$ cat src/rtl/button_debounce.sv
// button_debounce: synchronises WIDTH raw button pins into clk and debounces them
// on a shared prescaled tick. Outputs debounced levels plus one-cycle press and
// release strobes. Define AUTOREPEAT_EN to build per-channel auto-repeat strobes;
// without it btn_repeat is tied to 0 and no repeat counters exist.
// REPEAT_RATE must not exceed REPEAT_DELAY: later repeats reload the repeat
// counter to REPEAT_DELAY-REPEAT_RATE, so it never counts past REPEAT_DELAY-1.
module button_debounce #(
  parameter int WIDTH        = 4,
  parameter int TICK_DIV     = 50000,
  parameter int STABLE_TICKS = 10,
  parameter int REPEAT_DELAY = 500,
  parameter int REPEAT_RATE  = 100
) (
  input  logic             clk,
  input  logic             rst,
  input  logic [WIDTH-1:0] btn_in,
  output logic [WIDTH-1:0] btn_level,
  output logic [WIDTH-1:0] btn_press,
  output logic [WIDTH-1:0] btn_release,
  output logic [WIDTH-1:0] btn_repeat
);

  localparam int PRE_W = (TICK_DIV > 1) ? $clog2(TICK_DIV) : 1;
  localparam int STB_W = (STABLE_TICKS > 1) ? $clog2(STABLE_TICKS) : 1;
  localparam logic [PRE_W-1:0] PRE_LAST = PRE_W'(TICK_DIV - 1);
  localparam logic [STB_W-1:0] STB_LAST = STB_W'(STABLE_TICKS - 1);

  // Reject parameter sets the counters cannot represent.
  if (TICK_DIV < 2 || STABLE_TICKS < 1 || REPEAT_DELAY < 1 || REPEAT_RATE < 1 ||
      REPEAT_RATE > REPEAT_DELAY) begin : g_bad_params
    $error("button_debounce: illegal parameter combination");
  end

  logic [WIDTH-1:0] sync_p1;
  logic [WIDTH-1:0] sync_p2;
  logic [PRE_W-1:0] pre_cnt;
  logic             tick;
  logic [STB_W-1:0] stable_cnt [WIDTH];
  logic [WIDTH-1:0] mismatch;
  logic [WIDTH-1:0] accept;

  // Two-flop synchroniser: raw pins -> sync_p1 -> sync_p2.
  always_ff @(posedge clk) begin
    if (rst) begin
      sync_p1 <= '0;
      sync_p2 <= '0;
    end else begin
      sync_p1 <= btn_in;
      sync_p2 <= sync_p1;
    end
  end

  // Free-running prescaler shared by every channel; wraps at TICK_DIV-1.
  always_ff @(posedge clk) begin
    if (rst)       pre_cnt <= '0;
    else if (tick) pre_cnt <= '0;
    else           pre_cnt <= pre_cnt + 1'b1;
  end

  assign tick     = (pre_cnt == PRE_LAST);
  assign mismatch = sync_p2 ^ btn_level;

  // A channel is accepted on the tick that completes STABLE_TICKS differing ticks.
  always_comb begin
    accept = '0;
    for (int i = 0; i < WIDTH; i++)
      accept[i] = mismatch[i] && tick && (stable_cnt[i] == STB_LAST);
  end

  // Per-channel stability counters, debounced level and press/release strobes.
  always_ff @(posedge clk) begin
    if (rst) begin
      btn_level   <= '0;
      btn_press   <= '0;
      btn_release <= '0;
      for (int i = 0; i < WIDTH; i++) stable_cnt[i] <= '0;
    end else begin
      btn_press   <= '0;
      btn_release <= '0;
      for (int i = 0; i < WIDTH; i++) begin
        if (!mismatch[i]) begin
          stable_cnt[i] <= '0;
        end else if (accept[i]) begin
          btn_level[i]   <= sync_p2[i];
          btn_press[i]   <= sync_p2[i];
          btn_release[i] <= ~sync_p2[i];
          stable_cnt[i]  <= '0;
        end else if (tick) begin
          stable_cnt[i]  <= stable_cnt[i] + 1'b1;
        end
      end
    end
  end

`ifdef AUTOREPEAT_EN
  localparam int RPT_W = $clog2(REPEAT_DELAY + 1);
  localparam logic [RPT_W-1:0] RPT_LAST   = RPT_W'(REPEAT_DELAY - 1);
  localparam logic [RPT_W-1:0] RPT_RELOAD = RPT_W'(REPEAT_DELAY - REPEAT_RATE);

  logic [RPT_W-1:0] rpt_cnt [WIDTH];

  // Auto-repeat: count held ticks from press; first strobe after REPEAT_DELAY
  // ticks, then every REPEAT_RATE ticks. Any transition or low level clears it.
  always_ff @(posedge clk) begin
    if (rst) begin
      btn_repeat <= '0;
      for (int i = 0; i < WIDTH; i++) rpt_cnt[i] <= '0;
    end else begin
      btn_repeat <= '0;
      for (int i = 0; i < WIDTH; i++) begin
        if (accept[i] || !btn_level[i]) begin
          rpt_cnt[i] <= '0;
        end else if (tick) begin
          if (rpt_cnt[i] == RPT_LAST) begin
            btn_repeat[i] <= 1'b1;
            rpt_cnt[i]    <= RPT_RELOAD;
          end else begin
            rpt_cnt[i]    <= rpt_cnt[i] + 1'b1;
          end
        end
      end
    end
  end
`else
  assign btn_repeat = '0;
`endif

endmodule
$ cat config.mk
export PLATFORM = sky130hd
export DESIGN_NAME = button_debounce
export DESIGN_NICKNAME = d
export VERILOG_FILES = /design/src/rtl/button_debounce.sv
export SDC_FILE = /design/constraint.sdc
export NUM_CORES = 1
export LEC_CHECK = 0
export CAP_MARGIN = 20
export CORE_UTILIZATION = 60
export CTS_CLUSTER_SIZE = 30
export DETAILED_ROUTE_END_ITERATION = 12
export PLACE_DENSITY_LB_ADDON = 0.08
export SETUP_SLACK_MARGIN = 0.1
export SYNTH_ARGS = -nofsm -noshare
export SYNTH_HDL_FRONTEND = slang
export SYNTH_SLANG_ARGS = --single-unit
$ cat constraint.sdc
create_clock -name clk -period 3.3 [get_ports clk]
set_clock_uncertainty 0.2 [all_clocks]
set_input_delay 0.66 -clock clk [delete_from_list [all_inputs] [get_ports clk]]
set_output_delay 0.66 -clock clk [all_outputs]
set_load 0.03 [all_outputs]
==> results.cfg, run 1 <==
[run_status]
outcome = complete, no violations

[grt]
grt_use_total = 0.2109
grt_pass1_vias = 1436
grt-ovfl-total = 0
use_met1 = 0.2605
grt_pass1_wl_mm = 6.417
gr-max-usage-layer = met2
grtUsageMet2 = 0.3418
grt_max_degree = 16
use_met3 = 0.05797
antenna_found_initial = 0

[final_layout]
num-fill-cells = 275
areaGrowthSynthToFinish_pct = 11.99
final_cells = 286
drive_gt1_frac = 0.07563
final_cell_mix = 36 x nor2_1, 36 x dfxtp_1, 17 x xnor2_1, 17 x clkdlybuf4s50_1, 16 x edfxtp_1
antennaDiodeCount = 0
fin_area_sq_um = 2560
num-nets-final = 252

[floorplan]
rows = 22
dieHeight_microns = 63.73
ios = 22
dieWidth_microns = 63.73
initial_core_util = 0.6244
dieArea_sq_um = 4061
core-area_sq_um = 3661

[yosys]
synth_adder_area_share = 0.04926
ys_seq_area_frac = 0.5255
synth.yosys.warnings = 0
syn_avg_cell_area_sq_um = 10.53
synth_cell_types = 29
netlist_area_sq_um = 2286
synth_mux_area_frac = 0
ys_seq_elements = 52
synth-simple-area-share = 0.2573
synthCells = 217
synth_compound_area_frac = 0.01752
synthXorXnorAreaFrac = 0.09962
synth_top_family_by_area = simple AND/OR/NAND/NOR gates

[routing]
dr.pass1.iters = 4
wirelength_mm = 3.763
vias = 1486
drc_errors = 0
drt_iter0_drc = 40
viasPerCell = 5.196
final_antenna_net_count = 0
wire_per_inst_microns = 13.16

[timing]
setup_viol = 0
drv_slew = 0
timing.final.crit_period_ns = 2.548
hold_slack_ns = 0.2413
finalHoldViolCount = 0
post-route-period-util = 0.7720
setup_tns_ns = 0
fmax_mhz = 392.5
tightest_slew_ns = 0.5841
rsz0062_at_grt = no
post-route-worst-setup-slack_ns = 0.7524
slew-limit-headroom = 0.6077

[place]
place_hpwl_mm = 2.810
dp.cells = 278
placed_area_sq_um = 2479
pre_cts_ws_ns = 0.7605
numPortBuffers = 17
gp_congestion = 0.8980

[pwr]
p_comb_frac = 0.037
ir_drop_mv = 0.3180
p_per_area_nw_per_um2 = 413.7
clockPowerShare = 0.323
p_leak_nw = 0.9043
netSwitchingPower_mw = 0.2248
seqPwrFrac = 0.641
power.internal_mw = 0.8342
switching_share = 0.2123

[worst_setup_path]
required_ns = 3.11
r2r_slack_ns = 0.75
timing.rr.start = pre_cnt[0]$_SDFF_PP0_
r2r-end = stable_cnt[0][3]$_SDFFCE_PN0P_
ff2ff_path_depth = 5
crit_end = stable_cnt[0][3]$_SDFFCE_PN0P_
critPathArrivalTime_ns = 2.36
crit_path_start_kind = flip-flop
worstSetupEndpointType = flip-flop
path_class = flip-flop to flip-flop
critical_path.max_fanout = 10
crit_start = pre_cnt[0]$_SDFF_PP0_

[clock_tree]
clk_pin_slew_ns = 0.08
numCtsBuffers = 5
cts.sinks = 52
h-tree-depth = 2
post_cts_buffers = 0
ctsResizeCount = 0
clk_path_buf_depth = 2
clock_latency_ns = 0.30
holdBufCountCts = 0
cts_tree = built
cts_root_buffer = clkbuf_8

[flow_run]
drv_cap = 0

[hold_path]
hp-class = flip-flop to flip-flop
-- metrics by stage --
stage	utilization	power [mW]
2_1_floorplan	-	0.7225
3_5_place_dp	0.6770	0.7324
4_1_cts	0.6992	1.066
5_1_grt	0.6992	1.093
3_3_place_gp	0.6770	0.7300
6_report	0.6992	1.059
-- worst min-delay path by stage --
stage                                from               endpoint  slack, ns  depth (start not counted)
floorplan           sync_p1[0]$_SDFF_PP0_  sync_p2[0]$_SDFF_PP0_       0.21                          1
global placement    sync_p1[0]$_SDFF_PP0_  sync_p2[0]$_SDFF_PP0_       0.22                          1
detailed placement  sync_p1[0]$_SDFF_PP0_  sync_p2[0]$_SDFF_PP0_       0.22                          1
CTS                 sync_p1[0]$_SDFF_PP0_  sync_p2[0]$_SDFF_PP0_       0.24                          1
global route        sync_p1[0]$_SDFF_PP0_  sync_p2[0]$_SDFF_PP0_       0.26                          1
finish              sync_p1[0]$_SDFF_PP0_  sync_p2[0]$_SDFF_PP0_       0.24                          1
-- area by class of cell --
cell class                      instances  area, sq um  area share
Clock buffer                            7        76.32     0.02981
Clock inverter                          1        5.005    0.001955
Inverter                               15        56.30     0.02199
Multi-Input combinational cell        145        983.4      0.3842
Sequential cell                        52         1201      0.4692
Tap cell                               48        60.06     0.02346
Timing Repair Buffer                   18        177.7     0.06940
-- flip-flops by register name (all words and copies together), names as in the netlist --
signal	flops
pre_cnt	16
stable_cnt	16
btn_release	4
sync_p1	4
btn_level	4
sync_p2	4
btn_press	4
-- critical path, cell delays in order, from the launching register on --
cell     delay [ns]
dfxtp_1        0.38
ha_1           0.21
nand3_1        0.31
nor4_4         0.67
nor2_1         0.25
nand2_1        0.23
-- kinds of logic (layout without fill, tap and decap cells) --
family / count (synthesis) / in the layout
AOI/OAI and AO/OA: 8 / 8
adders and majority gates: 9 / 9
and+or+nand+nor: 98 / 98
other: 1 / 4
xor gates and xnor gates: 26 / 26
DFF: 52 / 52
buffers and inverters: 23 / 41
-- power groups by stage --
stage | combinational (mW) | sequential, mW | clock, mW
final | 0.0388 | 0.678 | 0.342
after global routing | 0.0438 | 0.680 | 0.369
after CTS | 0.0395 | 0.678 | 0.349
after detailed placement | 0.0393 | 0.693 | 0
after global placement | 0.0382 | 0.692 | 0
after floorplan | 0.0320 | 0.690 | 0
-- synthesized netlist by cell type --
cell | count | area [sq um]
or4_1 | 1 | 7.510
nand4b_1 | 5 | 43.79
buf_4 | 5 | 37.54
inv_1 | 15 | 56.30
edfxtp_1 | 16 | 480.5
nand2_1 | 7 | 26.28
nand3_1 | 13 | 65.06
nor2b_1 | 8 | 50.05
a21oi_1 | 4 | 20.02
nor4b_2 | 4 | 60.06
nand2b_2 | 2 | 17.52
nor4_4 | 1 | 21.27
nand4bb_1 | 1 | 11.26
or4_4 | 1 | 11.26
nor2_1 | 36 | 135.1
nor3_1 | 3 | 15.01
nand4_1 | 3 | 18.77
ha_1 | 9 | 112.6
nor4_2 | 3 | 37.54
and2_1 | 1 | 6.260
xor2_1 | 9 | 78.83
nor4_1 | 5 | 31.28
conb_1 | 1 | 3.750
clkbuf_1 | 2 | 7.510
o21ai_0 | 4 | 20.02
xnor2_1 | 17 | 148.9
buf_6 | 1 | 11.26
nand3b_1 | 4 | 30.03
dfxtp_1 | 36 | 720.7
-- metal layers --
metal / up-vias / part of all wire
met5: - / 0
met4: 0 / 0.016
met3: 7 / 0.027
met2: 21 / 0.48
met1: 693 / 0.48
li1: 765 / -
Note: power is estimated with default switching activity, not from simulation.
==> run 2: changes to the inputs <==
--- a/config.mk
+++ b/config.mk
@@ -6,7 +6,7 @@
 export NUM_CORES = 1
 export LEC_CHECK = 0
 export CAP_MARGIN = 20
-export CORE_UTILIZATION = 60
+export CORE_UTILIZATION = 50
 export CTS_CLUSTER_SIZE = 30
 export DETAILED_ROUTE_END_ITERATION = 12
 export PLACE_DENSITY_LB_ADDON = 0.08
==> constraint.sdc (replaced) <==
create_clock -name clk -period 2 [get_ports clk]
set_clock_uncertainty 0.2 [all_clocks]
set_input_delay 0.4 -clock clk [delete_from_list [all_inputs] [get_ports clk]]
set_output_delay 0.4 -clock clk [all_outputs]
set_load 0.03 [all_outputs]
==> run 2 against run 1 <==
  * The run now ends with setup timing left
  * Clock power up 110%
  * Utilization down 2.8 points
  * Global-route usage is 1.9 points lower
  * First-iteration DRC count rose by 80%
  * Critical path depth down 1
  * Critical path type unchanged
  * Largest power group unchanged
==> results.cfg, run 2 (same netlist as run 1, synthesis figures left out) <==
[run_status]
outcome = finished, violations left
violations = setup timing

[grt]
gr-max-usage-layer = met2
grt_max_degree = 16
use_met1 = 0.2378
grt_pass1_wl_mm = 7.424
grt_use_total = 0.1923
use_met3 = 0.05669
grt_pass1_vias = 1644
grt-ovfl-total = 0
grtUsageMet2 = 0.3247
antenna_found_initial = 0

[floorplan]
core-area_sq_um = 4384
initial_core_util = 0.5214
ios = 22
dieArea_sq_um = 4846
dieHeight_microns = 69.62
dieWidth_microns = 69.62
rows = 24

[routing]
wirelength_mm = 4.290
wire_per_inst_microns = 13.66
final_antenna_net_count = 0
viasPerCell = 5.191
drt_iter0_drc = 72
dr.pass1.iters = 4
vias = 1630
drc_errors = 0

[final_layout]
drive_gt1_frac = 0.2557
reg_top3 = pre_cnt: 16 flops, stable_cnt: 16 flops
final_cell_mix = 34 x dfxtp_1, 24 x nor2_1, 19 x buf_4
antennaDiodeCount = 0
final_common_cell = dfxtp_1
num-nets-final = 276
post-route-util = 0.6712
num-fill-cells = 337
areaGrowthSynthToFinish_pct = 28.74

[clock_tree]
clock_latency_ns = 0.30
h-tree-depth = 2
numCtsBuffers = 5
clk_pin_slew_ns = 0.08
clk_path_buf_depth = 2
holdBufCountCts = 0
cts.sinks = 52
cts_tree = built
cts_root_buffer = clkbuf_8

[pwr]
switching_share = 0.1993
p_leak_nw = 1.242
totalPowerFinal_mw = 1.923
p_per_area_nw_per_um2 = 653.3
p_comb_frac = 0.050
netSwitchingPower_mw = 0.3832
ir_drop_mv = 0.4340
seqPwrFrac = 0.582
clockPowerShare = 0.369
power.internal_mw = 1.539

[worst_setup_path]
r2r_slack_ns = -0.01
path_class = flip-flop to flip-flop
critical_path.max_fanout = 6
critical-path-max-stage-delay_ns = 0.58
worstSetupEndpointType = flip-flop
crit_path_start_kind = flip-flop
crit_end = btn_level[0]$_SDFFE_PP0N_
timing.rr.start = pre_cnt[5]$_SDFF_PP0_
slowest_stage = or4_4
path_cells = or4_4 -> or4_4 -> o21ai_1 -> a21oi_1
critPathArrivalTime_ns = 2.00
r2r-end = btn_level[0]$_SDFFE_PP0N_
ff2ff_path_depth = 4
required_ns = 1.99
path_common_cell = or4_4
crit_start = pre_cnt[5]$_SDFF_PP0_

[place]
gp_congestion = 0.8297
pre_cts_ws_ns = -0.1577
place_hpwl_mm = 3.124
numPortBuffers = 17

[timing]
finalHoldViolCount = 0
drv_slew = 0
setup_viol = 6
hold_slack_ns = 0.2428
post-route-worst-setup-slack_ns = -0.01257
rsz0062_at_grt = yes
post-route-period-util = 1.006
fmax_mhz = 496.9
setup_tns_ns = -0.01942
timing.final.crit_period_ns = 2.013

[hold_path]
hold_start = sync_p1[0]$_SDFF_PP0_
hp-class = flip-flop to flip-flop

[flow_run]
drv_cap = 0
-- run 2: cell types whose count changed in the layout (fill, tap and decap cells not counted), sizes merged --
cell / change
dlygate4sd2: +5
clkdlybuf4s50: -12
dlymetal6s2s: +7
nand2b: +1
clkinv: -1
buf: +23
clkbuf: +1
-- run 2: repair_timing --
item / CTS / global route
setup endpoints to repair: 64 / 66
gates cloned: 1 / 0
gates resized for setup: 24 / 27
pin swaps: 14 / 25
setup buffers: 0 / 1
-- run 2: power groups by stage --
stage	Sequential, mW	Clock (mW)	Combinational (mW)
3_3_place_gp	1.14	0	0.0780
5_1_grt	1.12	0.786	0.103
6_report	1.12	0.709	0.0954
2_1_floorplan	1.14	0	0.0539
3_5_place_dp	1.14	0	0.0809
4_1_cts	1.12	0.732	0.0884
-- run 2: stage by stage --
step | instances | cell area (sq um)
finish | 314 | 2943
global route | 314 | 2943
CTS | 313 | 2839
detailed placement | 304 | 2660
global placement | 304 | 2660
floorplan | 220 | 2308
-- run 2: area by class of cell --
cell class | count | area [sq um] | area share
sequential | 52 | 1204 | 0.4090
multi-input combinational | 146 | 1116 | 0.3793
timing repair buffer | 41 | 380.4 | 0.1293
clock buffer | 8 | 121.4 | 0.04124
tap | 52 | 65.06 | 0.02211
inverter | 15 | 56.30 | 0.01913
-- run 2: worst min-delay path by stage --
stage,end,slack (ns),depth (start not counted)
floorplan,sync_p2[0]$_SDFF_PP0_,0.21,1
global route,sync_p2[0]$_SDFF_PP0_,0.26,1
CTS,sync_p2[0]$_SDFF_PP0_,0.25,1
detailed placement,sync_p2[0]$_SDFF_PP0_,0.23,1
global placement,sync_p2[3]$_SDFF_PP0_,0.23,1
finish,sync_p2[0]$_SDFF_PP0_,0.24,1
-- run 2: metal layers --
metal  routed length (microns)  up-vias
li1                          -      814
met1                      1798      780
met2                      2287       34
met3                       190        2
met4                        13        0
met5                         0        -
-- run 2: worst max-delay path: cells and delay by family (launching register included) --
kind / cells / cell delay, ns
flip-flops: 1 / 0.32
AO/OA/AOI/OAI: 2 / 0.26
AND/OR/NAND/NOR: 2 / 1.13
